File: config.mk
export PLATFORM = sky130hd
export DESIGN_NAME = vga_mem_arbiter
export DESIGN_NICKNAME = d
export VERILOG_FILES = /design/src/rtl/vga_mem_arbiter.sv
export SDC_FILE = /design/constraint.sdc
export NUM_CORES = 1
export LEC_CHECK = 0
export CORE_MARGIN = 8
export CORE_UTILIZATION = 36
export CTS_CLUSTER_DIAMETER = 100
export DETAILED_ROUTE_END_ITERATION = 8
export PLACE_DENSITY = 0.82
export SLEW_MARGIN = 20
export SYNTH_ARGS = -nofsm -noshare
export SYNTH_HDL_FRONTEND = slang
export SYNTH_SLANG_ARGS = --single-unit
export TNS_END_PERCENT = 30
File: constraint.sdc
create_clock -name clk_in -period 1.6 [get_ports clk_in]
set_clock_uncertainty 0.1 [all_clocks]
set_input_delay 0.32 -clock clk_in [delete_from_list [all_inputs] [get_ports clk_in]]
set_output_delay 0.32 -clock clk_in [all_outputs]
set_load 0.01 [all_outputs]
File: src/rtl/vga_mem_arbiter.sv
// Frame-buffer RAM arbiter: VGA scan-out owns the single-port RAM during active video,
// two pixel writers share it round-robin during blanking via a req/gnt handshake.
module vga_mem_arbiter #(
    parameter int FB_W        = 160,
    parameter int FB_H        = 120,
    parameter int SCALE_SHIFT = 2,
    parameter int ADDR_W      = 15,
    parameter int DATA_W      = 16
) (
    input  logic              clk_in,
    input  logic              reset,
    input  logic [9:0]        x,
    input  logic [9:0]        y,
    input  logic              active_video,
    input  logic              w0_req,
    input  logic [ADDR_W-1:0] w0_addr,
    input  logic [DATA_W-1:0] w0_data,
    output logic              w0_gnt,
    input  logic              w1_req,
    input  logic [ADDR_W-1:0] w1_addr,
    input  logic [DATA_W-1:0] w1_data,
    output logic              w1_gnt,
    output logic              mem_en,
    output logic              mem_we,
    output logic [ADDR_W-1:0] mem_addr,
    output logic [DATA_W-1:0] mem_wdata,
    input  logic [DATA_W-1:0] mem_rdata,
    output logic [4:0]        red,
    output logic [5:0]        green,
    output logic [4:0]        blue,
    output logic              err_oob
);

    localparam logic [1:0] BLANK_IDLE  = 2'd0;
    localparam logic [1:0] BLANK_WRITE = 2'd1;
    localparam logic [1:0] SCAN        = 2'd2;

    localparam int unsigned FB_SIZE = FB_W * FB_H;
    localparam int          MUL_W   = 2 * ADDR_W;

    logic [1:0]        state;
    logic [1:0]        state_next;
    logic              rr_ptr;      // 0: w0 has priority on a tie
    logic [ADDR_W-1:0] scan_addr;
    logic              win_sel;
    logic [ADDR_W-1:0] win_addr;
    logic [DATA_W-1:0] win_data;
    logic              win_oob;

    // Row-major buffer address; the wide intermediate keeps the product exact before truncation.
    assign scan_addr = ADDR_W'(MUL_W'(y >> SCALE_SHIFT) * MUL_W'(FB_W) + MUL_W'(x >> SCALE_SHIFT));

    // Scan-out always wins: active_video overrides any pending request at the same edge.
    always_comb begin
        if (active_video) begin
            state_next = SCAN;
        end else if (w0_req || w1_req) begin
            state_next = BLANK_WRITE;
        end else begin
            state_next = BLANK_IDLE;
        end
    end

    always_comb begin
        win_sel = 1'b0;
        if (w0_req && w1_req) begin
            win_sel = rr_ptr;
        end else if (w1_req) begin
            win_sel = 1'b1;
        end
        win_addr = win_sel ? w1_addr : w0_addr;
        win_data = win_sel ? w1_data : w0_data;
        win_oob  = 32'(win_addr) >= FB_SIZE;
    end

    // NOTE: sequential state uses non-blocking assignments so every flop samples pre-edge values.
    always_ff @(posedge clk_in or negedge reset) begin
        if (!reset) begin
            state     <= BLANK_IDLE;
            rr_ptr    <= 1'b0;
            w0_gnt    <= 1'b0;
            w1_gnt    <= 1'b0;
            mem_en    <= 1'b0;
            mem_we    <= 1'b0;
            mem_addr  <= '0;
            mem_wdata <= '0;
            red       <= '0;
            green     <= '0;
            blue      <= '0;
            err_oob   <= 1'b0;
        end else begin
            state  <= state_next;
            w0_gnt <= 1'b0;
            w1_gnt <= 1'b0;
            mem_en <= 1'b0;
            mem_we <= 1'b0;
            // state==SCAN marks that the address now on the RAM was a scan-out read.
            {red, green, blue} <= (state == SCAN) ? mem_rdata : '0;
            case (state_next)
                SCAN: begin
                    mem_en   <= 1'b1;
                    mem_addr <= scan_addr;
                end
                BLANK_WRITE: begin
                    w0_gnt    <= !win_sel;
                    w1_gnt    <= win_sel;
                    rr_ptr    <= !win_sel;
                    mem_addr  <= win_addr;
                    mem_wdata <= win_data;
                    if (win_oob) begin
                        err_oob <= 1'b1;
                    end else begin
                        mem_en <= 1'b1;
                        mem_we <= 1'b1;
                    end
                end
                default: ;
            endcase
        end
    end

endmodule

==> results.json <==
{
  "routabilityCongestion": 0.814,
  "cts_max_level": 2,
  "start_kind": "input port",
  "fmax_ghz": 0.496,
  "grt_usage_pct": 19.2,
  "slew_viol_final": 0,
  "clock-root-buffer": "clkbuf_8",
  "cts_buffer_depth": 2,
  "worst_slack_ns": -0.418,
  "cts_tree": "built",
  "r2r-end": "err_oob",
  "top_layer": "met4",
  "antenna_found_initial": 0,
  "grt_overflow": 0,
  "cp.arrival_ns": 2.15,
  "slew_headroom_pct": 48.3,
  "worstSetupPathType": "in -> reg",
  "cp_common_cell": "ha_4",
  "wl_met3_um": 935,
  "async_reset_ff_share_pct": 100,
  "rr_worst_depth": 7,
  "grt_pass1_vias": 3266,
  "hold_viol": 0,
  "worstPathCellList": "buf_8, ha_4, ha_4, inv_2, fa_2, nor2b_2, o31ai_1, xnor2_1, nand3_1, xor2_1, a21oi_1",
  "avgSynthCellArea_um2": 9.44,
  "cpPeakStageDelay_ns": 0.35,
  "seq_area_frac_synth_pct": 47.4,
  "nets": 621,
  "violations": "negative setup slack",
  "min-delay-path-class": "in -> reg",
  "tightestPinTransition_ns": 0.774,
  "rr_startpoint": "rr_ptr",
  "maxCapViolCount": 0,
  "crit_fanout": 3,
  "dieWidth_um": 106,
  "max-vdd-ir-drop_mv": 0.370,
  "rows": 32,
  "layout-drive-gt1-share_pct": 26.5,
  "clock_latency_ns": 0.29,
  "clock-sinks": 55,
  "ioPinCount": 155,
  "cts.clk_slew.worst_paths_ns": 0.10,
  "min_from": "active_video",
  "synth_seq_cells": 55,
  "die_y_um": 106,
  "dr.pass1.iters": 4,
  "wl_met2_um": 5880,
  "netlist_area_um2": 2910,
  "setup_violations": 29,
  "vias": 3049,
  "totalPowerFinal_uw": 4170,
  "power_density_nw_per_um2": 764,
  "period_share_pct": 126,
  "hold-path-endpoint": "state[1]",
  "m1WireLength_um": 4500,
  "cts_buffers": 5,
  "die-area_um2": 11200,
  "synth_top_area_share_pct": 47.4,
  "remaining_drc_errors": 0,
  "synth_largest_area_cell": "dfrtp_1",
  "core_um2": 7770,
  "fin_crit_ns": 2.02,
  "grt_pass1_wl_um": 17200,
  "area_growth_pct": 87.9,
  "synth_warnings": 0,
  "drtIter0Drc": 100,
  "place_hpwl_um": 8190,
  "synth-edff-count": 0,
  "vias_per_cell": 5.06,
  "hold_depth": 2,
  "diodes": 0,
  "initial_utilization_pct": 37.4,
  "ant_nets": 0,
  "totalWireLength_um": 11500,
  "io_buffers": 150,
  "p_leak_uw": 0.00257,
  "grt_max_degree": 50,
  "r2r_slack_ns": -0.21,
  "endpoint_kind": "register",
  "ys.flop_type": "dfrtp_1",
  "synth_cell_types": 37,
  "syn_nets": 428,
  "synth.area.top_cells": "dfrtp_1, ha_1, a21oi_1",
  "syn-instance-count": 308,
  "worstPathRequired_ns": 1.73,
  "place_ws_ns": -1.23,
  "rsz0062_at_grt": "true",
  "outcome": "finished with violations",
  "final_util_pct": 70.3,
  "fillCellCount": 553,
  "slowest_stage": "fa_2",
  "wl_per_cell_um": 19.0
}
[through the flow]
stage,area [um^2],hold WS [ns],instances,TNS [ns]
finish,5460,0.294,603,-2.99
floorplan,3000,-0.0756,308,-2.45
CTS,5290,0.275,601,-2.67
detailed placement,4890,0.158,584,-21.22
global placement,4890,0.161,584,-20.06
global route,5460,0.287,603,-5.10
[cells in the final DEF (no fill, tap or decap), drive strengths merged, types with 3 or more instances in the layout]
master / netlist / layout
and2: 17 / 17
dfrtp: 55 / 55
ha: 15 / 15
nor2: 27 / 27
a21oi: 33 / 33
xnor2: 5 / 5
clkbuf: 9 / 6
buf: 7 / 57
o21a: 3 / 3
nor2b: 3 / 3
xor2: 5 / 5
inv: 9 / 9
dlymetal6s2s: 0 / 9
nand2b: 4 / 4
mux2i: 8 / 8
o21ai: 26 / 26
dlygate4sd2: 0 / 47
a22oi: 16 / 16
clkdlybuf4s50: 0 / 85
nand2: 45 / 45
[final cells by class]
type	instances	area, um^2	area share [%]
clock buffers	5	68.8	1.26
clock inverters	2	37.5	0.687
inverters	9	33.8	0.618
multi-input cells	228	1800	33.0
flip-flops and latches	55	1380	25.2
well taps	102	128	2.34
repair buffers	202	2020	36.9
[sequential cells by signal, summed over array words and instances (netlist names)]
signal,cells
blue,5
err_oob,1
green,6
mem_addr,15
mem_en,1
mem_wdata,16
mem_we,1
red,5
rr_ptr,1
state,2
w0_gnt,1
w1_gnt,1
[cells by family (layout without fill, tap and decap cells)]
kind of cell | count (synthesis) | in the layout | share of synthesized area, %
simple gates | 105 | 105 | 17.0
compound gates | 88 | 88 | 18.2
flops | 55 | 55 | 47.4
buf+inv | 25 | 218 | 3.62
fa+ha+maj | 17 | 17 | 7.83
xor+xnor | 10 | 10 | 3.27
mux | 8 | 8 | 2.76
[layer usage]
layer	track usage (%)	up-vias
li1	-	1442
met1	21.1	1468
met2	34.9	130
met3	5.85	9
met4	4.72	0
met5	0	-
[repair_timing]
item,4_1_cts,5_1_grt
setup endpoints to repair,76,42
endpoints found under the hold margin,14,0
pin swaps,31,22
hold buffers,1,0
buffers inserted,7,1
gates cloned,2,1
gates resized for setup,139,39
[power by group]
| group | total, uW | switching (uW) | leakage (uW) | internal [uW] |
|---|---|---|---|---|
| Clock | 886 | 428 | 0.0000502 | 458 |
| Combinational | 1670 | 745 | 0.00184 | 928 |
| Sequential | 1620 | 75.5 | 0.000678 | 1540 |
[worst max-delay path by stage]
stage | to | slack [ns] | startpoint | depth (start not counted)
floorplan | mem_addr[14] | -0.56 | y[5] | 10
global placement | mem_addr[12] | -1.17 | y[5] | 11
CTS | mem_addr[13] | -0.43 | y[5] | 11
finish | mem_addr[13] | -0.42 | y[5] | 11
detailed placement | mem_addr[14] | -1.23 | y[6] | 9
global route | mem_addr[14] | -0.49 | y[5] | 10
[synthesized netlist by cell type, types with 4 or more instances]
| master | count |
|---|---|
| a21oi_1 | 33 |
| a22oi_1 | 16 |
| and2_1 | 17 |
| buf_2 | 6 |
| clkbuf_1 | 9 |
| dfrtp_1 | 55 |
| ha_1 | 15 |
| inv_1 | 9 |
| mux2i_1 | 8 |
| nand2_1 | 44 |
| nand2b_1 | 4 |
| nor2_1 | 26 |
| o21ai_0 | 22 |
| o21ai_1 | 4 |
| xnor2_1 | 5 |
| xor2_1 | 4 |
[worst max-delay path, delay by kind of cell]
family | cells | cell delay, ns
buffers and inverters | 2 | 0.15
AO/OA/AOI/OAI | 2 | 0.22
XOR/XNOR | 2 | 0.45
adder cells (fa/ha/maj) | 3 | 0.74
AND/OR/NAND/NOR | 2 | 0.27
Note: power is estimated with default switching activity, not from simulation.
